===== config.mk =====
export PLATFORM = sky130hd
export DESIGN_NAME = dcache_ctrl_flat
export DESIGN_NICKNAME = d
export VERILOG_FILES = /design/src/rtl/dcache_ctrl_if.sv /design/src/rtl/dcache_ctrl.sv /design/src/flat_wrapper.sv
export SDC_FILE = /design/constraint.sdc
export NUM_CORES = 2
export LEC_CHECK = 0
export BUFFER_PORTS_ARGS = -buffer_cell sky130_fd_sc_hd__buf_2
export CORE_UTILIZATION = 56
export DETAILED_ROUTE_END_ITERATION = 10
export PLACE_DENSITY = 0.78
export SLEW_MARGIN = 10
export SYNTH_ARGS = -nofsm -noshare
export SYNTH_HDL_FRONTEND = slang
export SYNTH_SLANG_ARGS = --single-unit

===== constraint.sdc =====
create_clock -name clock -period 5.5 [get_ports clock]
set_clock_uncertainty 0.2 [all_clocks]
set_input_delay 0.275 -clock clock [delete_from_list [all_inputs] [get_ports clock]]
set_output_delay 0.275 -clock clock [all_outputs]
set_load 0.02 [all_outputs]

===== src/rtl/dcache_ctrl_if.sv =====
// Core-side and memory-side word buses of the direct-mapped data cache controller.
interface dcache_cpu_if;
    logic        cpu_req;
    logic        cpu_we;
    logic [31:0] cpu_addr;
    logic [31:0] cpu_wdata;
    logic [31:0] cpu_rdata;
    logic        stall;

    modport master (output cpu_req, cpu_we, cpu_addr, cpu_wdata, input cpu_rdata, stall);
    modport slave  (input cpu_req, cpu_we, cpu_addr, cpu_wdata, output cpu_rdata, stall);
endinterface

interface dcache_mem_if;
    logic        mem_req;
    logic        mem_we;
    logic [31:0] mem_addr;
    logic [31:0] mem_wdata;
    logic        mem_ack;
    logic [31:0] mem_rdata;

    modport master (output mem_req, mem_we, mem_addr, mem_wdata, input mem_ack, mem_rdata);
    modport slave  (input mem_req, mem_we, mem_addr, mem_wdata, output mem_ack, mem_rdata);
endinterface


===== src/rtl/dcache_ctrl.sv =====
// Direct-mapped, write-through, no-write-allocate data cache with line refill.
// Define DCACHE_STATS_EN to add the hit_count / miss_count load statistics outputs.
module dcache_ctrl #(
    parameter int NUM_LINES  = 16,
    parameter int LINE_WORDS = 4
) (
    input  logic         clock,
    input  logic         reset,
    dcache_cpu_if.slave  cpu,
    dcache_mem_if.master mem
`ifdef DCACHE_STATS_EN
    ,
    output logic [31:0]  hit_count,
    output logic [31:0]  miss_count
`endif
);
    localparam int OB = $clog2(LINE_WORDS);
    localparam int IB = $clog2(NUM_LINES);
    localparam int TB = 30 - OB - IB;

    typedef enum logic [1:0] {IDLE, REFILL, WRITE} state_t;

    state_t state, state_next;

    logic [31:0]          data_mem [NUM_LINES][LINE_WORDS];
    logic [TB-1:0]        tag_mem  [NUM_LINES];
    logic [NUM_LINES-1:0] valid;

    logic [31:0]   addr_q;
    logic [31:0]   wdata_q;
    logic [OB-1:0] cnt;
    logic          refilled_q;

    logic [OB-1:0] cpu_off;
    logic [IB-1:0] cpu_idx, q_idx;
    logic [TB-1:0] cpu_tag, q_tag;
    logic [OB-1:0] q_off;
    logic          cpu_hit, q_hit, last_word;
    logic          unused_addr_bits;

    assign cpu_off = cpu.cpu_addr[OB+1:2];
    assign cpu_idx = cpu.cpu_addr[OB+2 +: IB];
    assign cpu_tag = cpu.cpu_addr[31 -: TB];
    assign q_off   = addr_q[OB+1:2];
    assign q_idx   = addr_q[OB+2 +: IB];
    assign q_tag   = addr_q[31 -: TB];

    assign cpu_hit   = valid[cpu_idx] && (tag_mem[cpu_idx] == cpu_tag);
    assign q_hit     = valid[q_idx] && (tag_mem[q_idx] == q_tag);
    assign last_word = &cnt;

    assign cpu.cpu_rdata   = data_mem[cpu_idx][cpu_off];
    assign mem.mem_wdata   = wdata_q;
    assign unused_addr_bits = ^cpu.cpu_addr[1:0];

    always_ff @(posedge clock) begin
        if (!reset) state <= IDLE;
        else        state <= state_next;
    end

    always_comb begin
        // NOTE: default first so every path assigns state_next and no latch is inferred.
        state_next = state;
        case (state)
            IDLE: begin
                if (cpu.cpu_req) begin
                    if (cpu.cpu_we)    state_next = WRITE;
                    else if (!cpu_hit) state_next = REFILL;
                end
            end
            REFILL:  if (mem.mem_ack && last_word) state_next = IDLE;
            WRITE:   if (mem.mem_ack)              state_next = IDLE;
            default: state_next = IDLE;
        endcase
    end

    always_comb begin
        cpu.stall    = 1'b0;
        mem.mem_req  = 1'b0;
        mem.mem_we   = 1'b0;
        mem.mem_addr = addr_q;
        case (state)
            IDLE: cpu.stall = cpu.cpu_req && (cpu.cpu_we || !cpu_hit);
            REFILL: begin
                cpu.stall    = 1'b1;
                mem.mem_req  = 1'b1;
                // Line base keeps the tag/index; the counter selects the word, so no carry can leave the line.
                mem.mem_addr = {addr_q[31:OB+2], cnt, 2'b00};
            end
            WRITE: begin
                cpu.stall   = !mem.mem_ack;
                mem.mem_req = 1'b1;
                mem.mem_we  = 1'b1;
            end
            default: ;
        endcase
    end

    always_ff @(posedge clock) begin
        if (!reset) begin
            addr_q     <= '0;
            wdata_q    <= '0;
            cnt        <= '0;
            valid      <= '0;
            refilled_q <= 1'b0;
        end else begin
            refilled_q <= 1'b0;
            case (state)
                IDLE: begin
                    if (cpu.cpu_req && cpu.cpu_we) begin
                        addr_q  <= {cpu.cpu_addr[31:2], 2'b00};
                        wdata_q <= cpu.cpu_wdata;
                    end else if (cpu.cpu_req && !cpu_hit) begin
                        addr_q <= {cpu.cpu_addr[31:OB+2], {(OB+2){1'b0}}};
                        cnt    <= '0;
                    end
                end
                REFILL: begin
                    if (mem.mem_ack) begin
                        cnt <= cnt + 1'b1;
                        if (last_word) begin
                            valid[q_idx] <= 1'b1;
                            refilled_q   <= 1'b1;
                        end
                    end
                end
                default: ;
            endcase
        end
    end

    // NOTE: data and tag arrays carry no reset; the cleared valid bits make their contents unobservable.
    always_ff @(posedge clock) begin
        if (reset) begin
            if (state == REFILL && mem.mem_ack) begin
                data_mem[q_idx][cnt] <= mem.mem_rdata;
                if (last_word) tag_mem[q_idx] <= q_tag;
            end
            if (state == WRITE && mem.mem_ack && q_hit) data_mem[q_idx][q_off] <= wdata_q;
        end
    end

`ifdef DCACHE_STATS_EN
    // A load re-presented right after its own refill is the tail of a miss, not a fresh hit.
    always_ff @(posedge clock) begin
        if (!reset) begin
            hit_count  <= '0;
            miss_count <= '0;
        end else if (state == IDLE && cpu.cpu_req && !cpu.cpu_we) begin
            if (cpu_hit && !refilled_q) hit_count  <= hit_count + 32'd1;
            else if (!cpu_hit)          miss_count <= miss_count + 32'd1;
        end
    end
`endif

endmodule


===== src/flat_wrapper.sv =====
// flat-port wrapper written by rule: the top's interface ports become plain ports
module dcache_ctrl_flat 
#(
    parameter int NUM_LINES  = 16,
    parameter int LINE_WORDS = 4
)
  (clock, reset, cpu_cpu_req, cpu_cpu_we, cpu_cpu_addr, cpu_cpu_wdata, cpu_cpu_rdata, cpu_stall, mem_mem_req, mem_mem_we, mem_mem_addr, mem_mem_wdata, mem_mem_ack, mem_mem_rdata);
  dcache_cpu_if cpu_i ();
  dcache_mem_if mem_i ();
  input  logic clock;
  input  logic reset;
  input wire logic [$bits(cpu_i.cpu_req)-1:0] cpu_cpu_req;
  input wire logic [$bits(cpu_i.cpu_we)-1:0] cpu_cpu_we;
  input wire logic [$bits(cpu_i.cpu_addr)-1:0] cpu_cpu_addr;
  input wire logic [$bits(cpu_i.cpu_wdata)-1:0] cpu_cpu_wdata;
  output wire logic [$bits(cpu_i.cpu_rdata)-1:0] cpu_cpu_rdata;
  output wire logic [$bits(cpu_i.stall)-1:0] cpu_stall;
  output wire logic [$bits(mem_i.mem_req)-1:0] mem_mem_req;
  output wire logic [$bits(mem_i.mem_we)-1:0] mem_mem_we;
  output wire logic [$bits(mem_i.mem_addr)-1:0] mem_mem_addr;
  output wire logic [$bits(mem_i.mem_wdata)-1:0] mem_mem_wdata;
  input wire logic [$bits(mem_i.mem_ack)-1:0] mem_mem_ack;
  input wire logic [$bits(mem_i.mem_rdata)-1:0] mem_mem_rdata;
  assign cpu_i.cpu_req = cpu_cpu_req;
  assign cpu_i.cpu_we = cpu_cpu_we;
  assign cpu_i.cpu_addr = cpu_cpu_addr;
  assign cpu_i.cpu_wdata = cpu_cpu_wdata;
  assign cpu_cpu_rdata = cpu_i.cpu_rdata;
  assign cpu_stall = cpu_i.stall;
  assign mem_mem_req = mem_i.mem_req;
  assign mem_mem_we = mem_i.mem_we;
  assign mem_mem_addr = mem_i.mem_addr;
  assign mem_mem_wdata = mem_i.mem_wdata;
  assign mem_i.mem_ack = mem_mem_ack;
  assign mem_i.mem_rdata = mem_mem_rdata;
  dcache_ctrl #(.NUM_LINES(NUM_LINES), .LINE_WORDS(LINE_WORDS)) u_core (.clock(clock), .reset(reset), .cpu(cpu_i), .mem(mem_i));
endmodule

==> impl_metrics.ini <==
[placement]
postPlaceCellArea_mm2 = 0.107
place_ws_ps = 548
portBuffers = 195
gp_congestion = 0.818
place.detailed.hpwl_um = 158000

[power]
p_clk_share_pct = 40.5
power_switching_mw = 9.30
p_int_mw = 31.6
share_seq_of_total_power_pct = 52.2
irDropWorstVdd_mv = 0.354
p_comb_share_pct = 7.3
leakagePower_nw = 37.1
swShare_pct = 22.7
p_per_area_mw_per_mm2 = 349

[worst_hold_path]
hold_end = u_core.mem.mem_wdata[15]
min_path_cells = 4
worstHoldStart = cpu_cpu_wdata[15]
hp-class = in2reg

[grt]
grt-ovfl-total = 0
track_usage_pct = 33.6
grt_max_degree = 102
first_global_vias = 56154
antenna_found_initial = 36
grt_pass1_wl_um = 427000

[timing]
finalSetupTns_ps = 0
finalSetupViolCount = 0
timing.hold.ws_ps = 18.9
hold_violations = 0
period_needed_ps = 5210
drv_slew = 0
finalCritPeriodShare_pct = 94.7
rsz0062_at_grt = false
timing.final.ws_setup_ps = 290
tightest_slew_ps = 1310
fmax_mhz = 192
relSlewSlack_pct = 12.5

[detailed_routing]
drc = 0
firstDrtPassIters = 6
vias = 56150
drt-vias-per-instance = 7.33
wl_per_cell_um = 40.2
drtIter0Drc = 8979
antenna_left = 0
postRouteWirelength_um = 308000

[clock_tree]
numCtsBuffers = 232
clk_transition_reported_paths_ps = 70
cts_hold_buf = 186
htreeDepth = 4
clock-root-buffer = clkbuf_16
clock-sinks = 2518
cts_tree = done
clkLatencyLatePin_ps = 900
postCtsSetupBuffers = 0
clk_path_buf_depth = 3
cts_resized = 0

[setup_path]
r2r-end = u_core.data_mem[2][19]
start_kind = flip-flop
crit_arrival_ps = 4740
critPathMaxFanout = 7
cp-end-kind = output pin
cp_data_required_time_ps = 5030
ff2ff_path_depth = 14
reg2reg_slack_ps = 320
critical_path_class = reg2out

[layout]
stdcell_area_mm2 = 0.117
final_cell_mix = 2432 x edfxtp_1, 845 x mux4_2, 234 x clkbuf_16
num-fill-cells = 10779
seqCellArea_mm2 = 0.0748
drive_gt1_share_pct = 34.3
multi_input_area_mm2 = 0.0262
final_common_cell = edfxtp_1
area_growth_pct = 15.2
utilization_pct = 64.9
nets = 5159

[yosys]
synthFlopType = edfxtp_1
synthMuxAreaShare_pct = 21.6
ys_async_sr_fraction_pct = 0
synthXorXnorAreaFrac_pct = 0.543
ys_seq_area_share_pct = 73.5
yosys.area.top_type = edfxtp_1
yosysWarnings = 0
synth-simple-area-share_pct = 1.30
synth_cells = 4546
synth_top_family_by_area = multiplexers
synthTopCellsByArea = edfxtp_1 72%, mux4_2 19%, dfxtp_1 1.7%, mux2_2 1.5%, mux2i_1 1.2%
avgSynthCellArea_um2 = 22.4
synthAdderAreaFrac_pct = 0.0984
synth-edff-count = 2432
synth_compound_area_share_pct = 1.45
synthDistinctLibCells = 57
synth_top_area_share_pct = 71.8
synthesis.area_mm2 = 0.102
synth_seq_cells = 2518

[floorplanning]
rows = 156
core-area_mm2 = 0.181
dieArea_mm2 = 0.183
initial_core_util_pct = 56.3
die_x_um = 428
die_y_um = 428
ios = 200

[run_status]
status = completed

[flow_run]
max_cap_viol_count = 0
-- cell type report --
cell class	count	area share, %
Inverter	13	0.0427
Antenna cell	36	0.0769
Multi-Input combinational cell	1707	22.4
Tap cell	2370	2.53
Clock inverter	129	1.26
Timing Repair Buffer	578	4.55
Clock buffer	305	5.32
Sequential cell	2518	63.8
-- worst max-delay path by stage --
stage | endpoint | start | slack, ps | depth (start not counted)
2_1_floorplan | u_core.data_mem[0][0] | flip-flop | 60 | 15
3_3_place_gp | u_core.data_mem[15][113] | flip-flop | 590 | 10
3_5_place_dp | u_core.data_mem[9][56] | flip-flop | 550 | 10
4_1_cts | cpu_stall | u_core.tag_mem[13][8] | 270 | 10
5_1_grt | u_core.data_mem[2][19] | flip-flop | 210 | 14
6_report | cpu_stall | u_core.tag_mem[9][8] | 290 | 10
-- state kept, by name, indices dropped and copies added (netlist names), named ones only --
signal	flops
u_core.valid	16
u_core.state	2
u_core.cnt	2
u_core.tag_mem	384
u_core.addr_q	30
u_core.data_mem	2048
u_core.mem.mem_wdata	32
-- cells in the mapped netlist, types with 3 or more instances --
library cell and number:
nand4_1 16, o22ai_1 12, nor4_1 5, mux2i_1 123, nor3_1 5, xor2_1 20
nand2_1 164, or2_2 3, nor2b_1 31, mux2_2 135, a21o_1 16, mux2_1 12
mux4_2 845, o21ai_0 13, edfxtp_1 2432, o2111ai_1 3, inv_1 12, buf_1 36
xnor2_1 43, nand2b_1 7, a211oi_1 25, buf_4 39, buf_6 16, ha_1 8
a21boi_0 32, a22oi_1 4, a31oi_1 5, nor2_1 26, dfxtp_1 86, a221oi_1 5
clkbuf_1 154, and3_1 3, nand3_1 18, buf_2 64, a21oi_1 91, o211ai_1 7
and2_1 4
-- per-stage QoR --
step / instances / power [mW]
after CTS: 7620 / 40.7
after global routing: 7626 / 41.7
after detailed placement: 7000 / 24.5
after global placement: 7000 / 24.4
after floorplan: 4547 / 23.5
final: 7656 / 40.9
-- kinds of logic after synthesis --
kind of cell | Yosys count
xor gates and xnor gates | 63
and+or+nand+nor | 288
adders and majority gates | 8
DFF | 2518
other | 1
buffers and inverters | 322
muxes | 1115
AOI/OAI and AO/OA | 231
-- critical path: stages (launching register included) --
cell       delay, ps
edfxtp_1         410
mux4_2           500
mux2i_1          250
xnor2_1          140
a2111oi_0        560
a41oi_1          240
a2111oi_1        620
nand4_1          540
o211ai_1         340
a21oi_1           90
buf_2            170
-- per-layer routing --
layer	wire length, µm	track usage [%]
met2	146000	52.5
met5	129	0
met1	96600	41.6
met4	21400	20.0
met3	44100	10.4
-- power by group through the flow --
| stage | clock network (mW) | logic [mW] | registers (mW) |
|---|---|---|---|
| final | 16.6 | 2.98 | 21.4 |
| after global routing | 17.2 | 3.08 | 21.4 |
| after CTS | 16.4 | 2.90 | 21.4 |
| after detailed placement | 0 | 2.72 | 21.8 |
| after global placement | 0 | 2.67 | 21.8 |
| after floorplan | 0 | 1.84 | 21.7 |
No activity file was read; power rests on OpenSTA's default activity.
